`config.mk`:
```
export PLATFORM = sky130hd
export DESIGN_NAME = l2_l1req_responder_flat
export DESIGN_NICKNAME = d
export VERILOG_FILES = /design/src/rtl/l2_l1req_if.sv /design/src/rtl/l2_l1req_responder.sv /design/src/flat_wrapper.sv
export SDC_FILE = /design/constraint.sdc
export NUM_CORES = 1
export LEC_CHECK = 0
export CAP_MARGIN = 10
export CELL_PAD_IN_SITES_DETAIL_PLACEMENT = 1
export CELL_PAD_IN_SITES_GLOBAL_PLACEMENT = 2
export CORE_UTILIZATION = 40
export CTS_BUF_LIST = sky130_fd_sc_hd__clkbuf_8
export DETAILED_ROUTE_END_ITERATION = 8
export HOLD_SLACK_MARGIN = 0.1
export PLACE_DENSITY = 0.94
export REMOVE_ABC_BUFFERS = 1
export SLEW_MARGIN = 25
export SYNTH_ARGS = -nofsm -noshare
export SYNTH_HDL_FRONTEND = slang
export SYNTH_SLANG_ARGS = --single-unit
```
`constraint.sdc`:
```
create_clock -name clk -period 3.3 [get_ports clk]
set_clock_uncertainty 0.15 [all_clocks]
set_input_delay 0.66 -clock clk [delete_from_list [all_inputs] [get_ports clk]]
set_output_delay 0.66 -clock clk [all_outputs]
set_load 0.1 [all_outputs]
```
`src/rtl/l2_l1req_if.sv`:
```
// L1 <-> L2 miss-path bundle: coherence requests, snack responses and displacements.
interface l2_l1req_if #(
   parameter int unsigned TAG_BITS = 10
);
   logic                l1tol2_req_valid;
   logic                l1tol2_req_retry;
   logic [2:0]          l1tol2_req;
   logic [TAG_BITS-1:0] l1tol2_req_tag;

   logic                l2tol1_snack_valid;
   logic [4:0]          l2tol1_snack;
   logic [TAG_BITS-1:0] l2tol1_snack_tag;

   logic                l1tol2_disp_valid;
   logic                l1tol2_disp_retry;
   logic [2:0]          l1tol2_disp;

   logic [7:0]          disp_count;
   logic                err_unknown;

   // L2 side
   modport slave (
      input  l1tol2_req_valid, l1tol2_req, l1tol2_req_tag,
      input  l1tol2_disp_valid, l1tol2_disp,
      output l1tol2_req_retry, l1tol2_disp_retry,
      output l2tol1_snack_valid, l2tol1_snack, l2tol1_snack_tag,
      output disp_count, err_unknown
   );

   // L1 side
   modport master (
      output l1tol2_req_valid, l1tol2_req, l1tol2_req_tag,
      output l1tol2_disp_valid, l1tol2_disp,
      input  l1tol2_req_retry, l1tol2_disp_retry,
      input  l2tol1_snack_valid, l2tol1_snack, l2tol1_snack_tag,
      input  disp_count, err_unknown
   );
endinterface

```
`src/rtl/l2_l1req_responder.sv`:
```
// L2 responder for the L1 miss path: queues requests in order, answers each with an
// ACK snack after a fixed service latency, and counts displacements.
module l2_l1req_responder #(
   parameter int unsigned DEPTH    = 4,
   parameter int unsigned LAT      = 3,
   parameter int unsigned TAG_BITS = 10
) (
   input  logic            clk,
   input  logic            reset,
   l2_l1req_if.slave       bus
);

   localparam int unsigned PTR_W = $clog2(DEPTH);
   localparam int unsigned CNT_W = PTR_W + 1;
   localparam int unsigned LAT_W = (LAT > 1) ? $clog2(LAT) : 1;

   localparam logic [2:0] SC_CMD_REQ_S  = 3'b000;
   localparam logic [2:0] SC_CMD_REQ_M  = 3'b001;
   localparam logic [4:0] SC_SCMD_ACK_S = 5'b00001;
   localparam logic [4:0] SC_SCMD_ACK_M = 5'b00010;

   typedef struct packed {
      logic [4:0]          cmd;
      logic [TAG_BITS-1:0] tag;
   } entry_t;

   typedef enum logic [1:0] {
      S_IDLE,
      S_WAIT,
      S_RESP
   } state_t;

   state_t             state_q;
   entry_t             mem_q [DEPTH];
   entry_t             work_q;
   logic [PTR_W-1:0]   wr_ptr_q;
   logic [PTR_W-1:0]   rd_ptr_q;
   logic [CNT_W-1:0]   count_q;
   logic [LAT_W-1:0]   lat_cnt_q;
   logic               snack_valid_q;
   logic [4:0]         snack_q;
   logic [TAG_BITS-1:0] snack_tag_q;
   logic [7:0]         disp_count_q;
   logic               err_unknown_q;

   logic               req_retry_c;
   logic               req_fire_c;
   logic               req_known_c;
   logic               push_c;
   logic               pop_c;
   logic               fifo_nonempty_c;
   entry_t             new_entry_c;
   logic               unused_disp_c;

   // Back-pressure looks only at registered occupancy; a same-cycle pop never frees a slot.
   assign req_retry_c     = reset || (count_q == CNT_W'(DEPTH));
   assign req_fire_c      = bus.l1tol2_req_valid && !req_retry_c;
   assign req_known_c     = (bus.l1tol2_req == SC_CMD_REQ_S) || (bus.l1tol2_req == SC_CMD_REQ_M);
   assign push_c          = req_fire_c && req_known_c;
   assign fifo_nonempty_c = (count_q != '0);
   assign pop_c           = ((state_q == S_IDLE) || (state_q == S_RESP)) && fifo_nonempty_c;

   assign new_entry_c.cmd = (bus.l1tol2_req == SC_CMD_REQ_S) ? SC_SCMD_ACK_S : SC_SCMD_ACK_M;
   assign new_entry_c.tag = bus.l1tol2_req_tag;

   // Displacement command value carries no meaning for this responder.
   assign unused_disp_c   = ^bus.l1tol2_disp;

   // Request FIFO and service FSM
   always_ff @(posedge clk) begin
      if (reset) begin
         state_q       <= S_IDLE;
         wr_ptr_q      <= '0;
         rd_ptr_q      <= '0;
         count_q       <= '0;
         lat_cnt_q     <= '0;
         work_q        <= '0;
         snack_valid_q <= 1'b0;
         snack_q       <= '0;
         snack_tag_q   <= '0;
      end else begin
         snack_valid_q <= 1'b0;
         snack_q       <= '0;
         snack_tag_q   <= '0;

         if (push_c) begin
            mem_q[wr_ptr_q] <= new_entry_c;
            wr_ptr_q        <= wr_ptr_q + PTR_W'(1);
         end
         if (pop_c) begin
            work_q    <= mem_q[rd_ptr_q];
            rd_ptr_q  <= rd_ptr_q + PTR_W'(1);
            lat_cnt_q <= LAT_W'(LAT - 1);
         end

         case ({push_c, pop_c})
            2'b10:   count_q <= count_q + CNT_W'(1);
            2'b01:   count_q <= count_q - CNT_W'(1);
            default: count_q <= count_q;
         endcase

         case (state_q)
            S_IDLE: begin
               if (fifo_nonempty_c) state_q <= S_WAIT;
            end
            S_WAIT: begin
               if (lat_cnt_q == '0) begin
                  state_q       <= S_RESP;
                  snack_valid_q <= 1'b1;
                  snack_q       <= work_q.cmd;
                  snack_tag_q   <= work_q.tag;
               end else begin
                  lat_cnt_q <= lat_cnt_q - LAT_W'(1);
               end
            end
            S_RESP: begin
               state_q <= fifo_nonempty_c ? S_WAIT : S_IDLE;
            end
            default: state_q <= S_IDLE;
         endcase
      end
   end

   // Displacement counter and sticky unknown-request flag
   always_ff @(posedge clk) begin
      if (reset) begin
         disp_count_q  <= '0;
         err_unknown_q <= 1'b0;
      end else begin
         if (bus.l1tol2_disp_valid && (disp_count_q != 8'hFF)) begin
            disp_count_q <= disp_count_q + 8'(1);
         end
         if (req_fire_c && !req_known_c) begin
            err_unknown_q <= 1'b1;
         end
      end
   end

   assign bus.l1tol2_req_retry   = req_retry_c;
   assign bus.l1tol2_disp_retry  = reset;
   assign bus.l2tol1_snack_valid = snack_valid_q;
   assign bus.l2tol1_snack       = snack_q;
   assign bus.l2tol1_snack_tag   = snack_tag_q;
   assign bus.disp_count         = disp_count_q;
   assign bus.err_unknown        = err_unknown_q;

endmodule

```
`src/flat_wrapper.sv`:
```
// flat-port wrapper written by rule: the top's interface ports become plain ports
module l2_l1req_responder_flat 
#(
   parameter int unsigned DEPTH    = 4,
   parameter int unsigned LAT      = 3,
   parameter int unsigned TAG_BITS = 10
)
  (clk, reset, bus_l1tol2_req_valid, bus_l1tol2_req, bus_l1tol2_req_tag, bus_l1tol2_disp_valid, bus_l1tol2_disp, bus_l1tol2_req_retry, bus_l1tol2_disp_retry, bus_l2tol1_snack_valid, bus_l2tol1_snack, bus_l2tol1_snack_tag, bus_disp_count, bus_err_unknown);
  l2_l1req_if #(.TAG_BITS(TAG_BITS)) bus_i ();
  input  logic clk;
  input  logic reset;
  input wire logic [$bits(bus_i.l1tol2_req_valid)-1:0] bus_l1tol2_req_valid;
  input wire logic [$bits(bus_i.l1tol2_req)-1:0] bus_l1tol2_req;
  input wire logic [$bits(bus_i.l1tol2_req_tag)-1:0] bus_l1tol2_req_tag;
  input wire logic [$bits(bus_i.l1tol2_disp_valid)-1:0] bus_l1tol2_disp_valid;
  input wire logic [$bits(bus_i.l1tol2_disp)-1:0] bus_l1tol2_disp;
  output wire logic [$bits(bus_i.l1tol2_req_retry)-1:0] bus_l1tol2_req_retry;
  output wire logic [$bits(bus_i.l1tol2_disp_retry)-1:0] bus_l1tol2_disp_retry;
  output wire logic [$bits(bus_i.l2tol1_snack_valid)-1:0] bus_l2tol1_snack_valid;
  output wire logic [$bits(bus_i.l2tol1_snack)-1:0] bus_l2tol1_snack;
  output wire logic [$bits(bus_i.l2tol1_snack_tag)-1:0] bus_l2tol1_snack_tag;
  output wire logic [$bits(bus_i.disp_count)-1:0] bus_disp_count;
  output wire logic [$bits(bus_i.err_unknown)-1:0] bus_err_unknown;
  assign bus_i.l1tol2_req_valid = bus_l1tol2_req_valid;
  assign bus_i.l1tol2_req = bus_l1tol2_req;
  assign bus_i.l1tol2_req_tag = bus_l1tol2_req_tag;
  assign bus_i.l1tol2_disp_valid = bus_l1tol2_disp_valid;
  assign bus_i.l1tol2_disp = bus_l1tol2_disp;
  assign bus_l1tol2_req_retry = bus_i.l1tol2_req_retry;
  assign bus_l1tol2_disp_retry = bus_i.l1tol2_disp_retry;
  assign bus_l2tol1_snack_valid = bus_i.l2tol1_snack_valid;
  assign bus_l2tol1_snack = bus_i.l2tol1_snack;
  assign bus_l2tol1_snack_tag = bus_i.l2tol1_snack_tag;
  assign bus_disp_count = bus_i.disp_count;
  assign bus_err_unknown = bus_i.err_unknown;
  l2_l1req_responder #(.DEPTH(DEPTH), .LAT(LAT), .TAG_BITS(TAG_BITS)) u_core (.clk(clk), .reset(reset), .bus(bus_i));
endmodule
```
=== Word-level counts from Yosys, hierarchy flattened ===
Memories as Yosys holds them, arrays and structs flattened. A register that Yosys moved wholly into a read port is not among the register bits.
Cells that the tools add are included.
W data, S select, Z words.

* Muxes and demuxes: 13
* Eq/ne operators: 9
* Add/sub/neg operators: 6
* Reductions and logical operators: 18
* Bitwise operators: 2

{| class="wikitable"
|+ Operators with widths
! cell !! number
|-
| $mux W2 || 6
|-
| $add A8 B1 Y8 const B || 1
|-
| $ne A8 B8 Y1 const B || 1
|-
| $pmux W2 S3 || 1
|-
| $pmux W3 S2 || 1
|-
| $logic_and A1 B1 Y1 || 5
|-
| $mux W1 || 5
|-
| $add A2 B1 Y2 const B || 2
|-
| $eq A2 B1 Y1 const B || 2
|-
| $eq A2 B2 Y1 const B || 2
|-
| $logic_not A2 Y1 || 2
|-
| $ne A2 B1 Y1 const B || 2
|-
| $add A3 B1 Y3 const B || 1
|-
| $eq A3 B1 Y1 const B || 1
|-
| $eq A3 B3 Y1 const B || 1
|-
| $logic_not A3 Y1 || 1
|-
| $logic_or A1 B1 Y1 || 3
|-
| $reduce_bool A3 Y1 || 1
|-
| $reduce_or A3 Y1 || 1
|-
| $sub A3 B1 Y3 const B || 1
|-
| $logic_not A1 Y1 || 2
|-
| $not A1 Y1 || 2
|-
| $reduce_and A2 Y1 || 1
|-
| $reduce_bool A2 Y1 || 1
|-
| other kinds (2) || 2
|}

* RAM bits: 48
* Bits in registers: 41
* Bits of input ports: 20
* Output and inout port bits: 27
* Memories kept: 1

{| class="wikitable"
|+ Memory list
! memory !! depth !! bits a word !! read ports !! clocked after memory_dff !! wr ports !! RTL line !! text
|-
| u_core.mem_q || 4 || 12 || 1 || 1 || 1 || l2_l1req_responder.sv:34 || <nowiki>entry_t mem_q [DEPTH];</nowiki>
|}

=== Logic depth before layout (Yosys ltp) ===
* Depth in word-level cells: 8
* Gate-level depth with buffers: 10

=== Least setup slack after synthesis ===
OpenSTA, ideal clock, no wires.

* Path kind: input to register
* From: in reset
* To: reg u_core.count_q[2]
* Library setup time: 0.070 ns
* Setup slack: 0.714 ns
* Data required time: 3.080 ns
* Stages: 10
* Path buffers: 1
* Data arrival time: 2.365 ns
* Cell sequence: buf_6 or4b_4 nor2_1 inv_1 ha_1 inv_1 fa_1 xor2_1 or3_1 a21oi_1

* Word-level cells in the longest chain between the ends: 6
* Elaborated cells between the ends (all ways): 8
* Those cells by class: 2 x eq/ne; 1 x mux; 5 x reduce/logical

{| class="wikitable"
|+ Ends and longest elaborated chain
! element !! RTL line !! text
|-
| from (decl) || flat_wrapper.sv:11 || <nowiki>input logic reset;</nowiki>
|-
| $logic_or A1 B1 Y1 || l2_l1req_responder.sv:56 || <nowiki>assign req_retry_c = reset || (count_q == CNT_W'(DEPTH));</nowiki>
|-
| $logic_not A1 Y1 || l2_l1req_responder.sv:57 || <nowiki>assign req_fire_c = bus.l1tol2_req_valid && !req_retry_c;</nowiki>
|-
| $logic_and A1 B1 Y1 || l2_l1req_responder.sv:57 ||
|-
| $logic_and A1 B1 Y1 || l2_l1req_responder.sv:59 || <nowiki>assign push_c = req_fire_c && req_known_c;</nowiki>
|-
| $eq A2 B1 Y1 or $eq A2 B2 Y1 (tied branches) || l2_l1req_responder.sv:96 || <nowiki>case ({push_c, pop_c})</nowiki>
|-
| $pmux W3 S2 or $reduce_bool A2 Y1 (tied branches) || - ||
|-
| to (signal assigned) || l2_l1req_responder.sv:97 || <nowiki>2'b10: count_q <= count_q + CNT_W'(1);</nowiki>
|-
| to (signal assigned) || l2_l1req_responder.sv:98 || <nowiki>2'b01: count_q <= count_q - CNT_W'(1);</nowiki>
|-
| to (signal assigned) || l2_l1req_responder.sv:99 || <nowiki>default: count_q <= count_q;</nowiki>
|-
| to (decl) || l2_l1req_responder.sv:38 || <nowiki>logic [CNT_W-1:0] count_q;</nowiki>
|}

Parallel ways exist; a longest one is shown, timed or not.
A chain may end at the register's enable or synchronous reset.

=== Worst setup path after layout ===
* From: in reset
* To: out bus_l1tol2_req_retry

* Word-level cells in the longest chain between the ends: 1

{| class="wikitable"
|+ Ends and longest elaborated chain
! element !! RTL line !! text
|-
| $logic_or A1 B1 Y1 || l2_l1req_responder.sv:56 ||
|-
| to (decl) || flat_wrapper.sv:17 || <nowiki>output wire logic [$bits(bus_i.l1tol2_req_retry)-1:0] bus_l1tol2_req_retry;</nowiki>
|}

No other way between the ends.

==> run_results.csv <==
group,metric,value,unit
run_status,status,"finished, final reports clean",
yosys,synth_seq_cells,93,
grt,met2_usage,0.271,
sta,finalSetupViolations,0,
routing,routed_wl,7000,um
worst_setup_path,path_class,"input port to primary output",
grt,grt_pass1_wl,11600,um
sta,slew_headroom,0.427,
layout,fillCellCount,927,
pwr,ir_worst_vdd,0.246,mV
worst_setup_path,worstPathMaxFanout,36,
routing,first_pass_iters,6,
layout,final_util,0.493,
sta,min_period,2.87,ns
yosys,synth_edf_count,48,
worst_setup_path,crit_cells,5,
yosys,yosys.cell_types.count,49,
worst_setup_path,cp_num_buf_inv,4,
yosys,synth_cells,273,
clock_network,clock_sinks,93,
routing,via_count,2238,
placed_design,routabilityCongestion,0.714,
yosys,ys.flop_type,"edfxtp_1",
worst_setup_path,crit_family,"buffers and inverters",
clock_network,path_clk_slew,0.09,ns
die,dieArea,9650,sq um
worst_setup_path,crit_path_max_incr_delay,0.53,ns
sta,fmax,349,MHz
layout,layout.nets,343,
clock_network,cts_setup_buffers,0,
yosys,yosysSeqAreaShare,0.632,
worst_setup_path,rr_worst_depth,9,
die,ioPinCount,47,
worst_setup_path,critPathArrivalTime,2.06,ns
placed_design,placed_cells,413,
layout,syn_to_final_growth,17.8,%
worst_setup_path,crit_chain,"clkdlybuf4s50_1 > buf_4 > inv_1 > nand2_1 > buf_12",
worst_setup_path,rrSetupSlack,0.71,ns
clock_network,cts_resized,0,
sta,fin_crit_sh,0.869,
grt,antenna_found_initial,0,
yosys,synth_top_area_frac,0.389,
yosys,async_flop_share,0,
die,rows,34,
hold_path,min_path_cells,1,
layout,diodes,0,
sta,hold_viol,0,
yosys,syn_area,3710,sq um
worst_setup_path,cp-end-kind,"primary output",
placed_design,io_buffers,40,
yosys,yosys-top-cells-count,"edfxtp_1, dfxtp_1, a21oi_1",
grt,met3_usage,0.0329,
grt,grtUsageMet1,0.190,
sta,whs,0.306,ns
sta,rsz0062_at_grt,"false",
pwr,p_per_area,663,nW/um^2
grt,grt_overflow,0,
clock_network,h-tree-depth,3,
clock_network,worstSkewPairLatency,0.36,ns
grt,grt_usage,0.159,
pwr,power_leakage,1.59,nW
worst_setup_path,start_kind,"input port",
run,maxCapViolCount,0,
grt,grt-busiest-layer,"met2",
pwr,power.total,0.00289,W
yosys,syn_avg_cell_area,13.6,sq um
yosys,synth_most_common_cell,"edfxtp_1",
die,die_w,98.3,um
placed_design,hpwlAfterDp,4700,um
yosys,synth_top_cell_by_area,"edfxtp_1",
clock_network,numCtsBuffers,9,
routing,wl_per_cell,16.3,um
yosys,yosysWarnings,0,
clock_network,cts_root_buf,"clkbuf_8",
clock_network,clock_path_buffers,2,
hold_path,hold_class,"register to register",
routing,vias_per_cell,5.22,
grt,grt_max_degree,37,
yosys,synth_area_leaders,"edfxtp_1, dfxtp_1, mux4_1, mux4_2, a21oi_1",
layout,finalNonFillerCells,429,
layout,ff_latch_area,2340,sq um
sta,tns,0,ns
routing,drc,0,
die,coreArea,8850,sq um
routing,first_iter_violations,79,
sta,worstMarginPinSlew,0.859,ns
sta,drv_slew,0,
die,initial_utilization,0.419,
die,die_y,98.3,um
clock_network,cts_tree,"yes",
worst_setup_path,required,2.49,ns
grt,grt_pass1_vias,2317,
routing,postRouteAntennaNets,0,
layout,multi_input_area,1200,sq um
layout,drive_gt1_frac,0.193,
worst_setup_path,crit_path_top_delay_cell,"clkdlybuf4s50_1",
clock_network,postCtsHoldBufs,0,
## worst paths after layout
path / from / endpoint
max: reset / bus_l1tol2_req_retry
min reg2reg: u_core.work_q[10] / u_core.bus.l2tol1_snack[0]
max reg2reg: u_core.count_q[0] / u_core.count_q[2]
min: u_core.work_q[10] / u_core.bus.l2tol1_snack[0]
## per-stage QoR
stage	cell area, sq um	setup slack [ns]
2_1_floorplan	3590	0.838
3_3_place_gp	4150	0.259
3_5_place_dp	4150	0.191
4_1_cts	4360	0.395
5_1_grt	4360	0.346
6_report	4360	0.432
## cell families (layout without fill, tap and decap cells)
family / Yosys count / count (layout) / synth area share
simple gates: 76 / 76 / 0.128
flops: 93 / 93 / 0.632
mux: 15 / 15 / 0.0878
other cells: 1 / 3 / 0.00101
xor+xnor: 2 / 2 / 0.00473
buf+inv: 29 / 75 / 0.0449
fa+ha+maj: 7 / 7 / 0.0257
compound gates: 50 / 50 / 0.0763
## sequential cells by signal, summed over array words and instances (netlist names), 3 cells and up
signal,cells
u_core.work_q,12
u_core.count_q,3
u_core.mem_q,48
u_core.bus.disp_count,8
u_core.bus.l2tol1_snack_tag,10
## placed cells by master, fill, tap and decap left out, types with 2 or more instances in the layout
cell type and count:
nand3_1 17, a31oi_1 3, nor3_1 4, o21ai_1 4, ha_1 6, nor2_1 11, bufinv_16 2, o21ai_0 13
a311oi_1 2, mux2_2 2, mux4_2 6, nand2_1 5, edfxtp_1 48, nor4_1 2, and3_1 6, a211oi_1 2
dfxtp_1 45, buf_12 2, mux4_1 6, clkdlybuf4s50_1 16, xor2_1 2, o21a_1 2, inv_1 12, or3b_2 2
and4_1 2, conb_1 3, buf_4 30, clkbuf_8 9, or3_1 2, and2_1 13, a21oi_1 21, nor2b_1 2
## layout make-up
class                           instances  area share
Tap cell                              108      0.0310
Clock inverter                          7      0.0209
Sequential cell                        93       0.537
Inverter                               11     0.00946
Multi-Input combinational cell        153       0.276
Timing Repair Buffer                   48      0.0975
Clock buffer                            9      0.0284
## routing by layer
metal / vias to the layer above / part of all wire
li1: 1097 / -
met1: 1087 / 0.44
met2: 42 / 0.50
met3: 12 / 0.032
met4: 0 / 0.021
met5: - / 0
## where the power goes
group,total (W),internal [W],switching [W]
clock,0.000821,0.000425,0.000396
combinational,0.000657,0.000268,0.000389
sequential,0.00142,0.00131,0.000109
total,0.00289,0.00200,0.000894
Power figures use the tool's default switching activity.
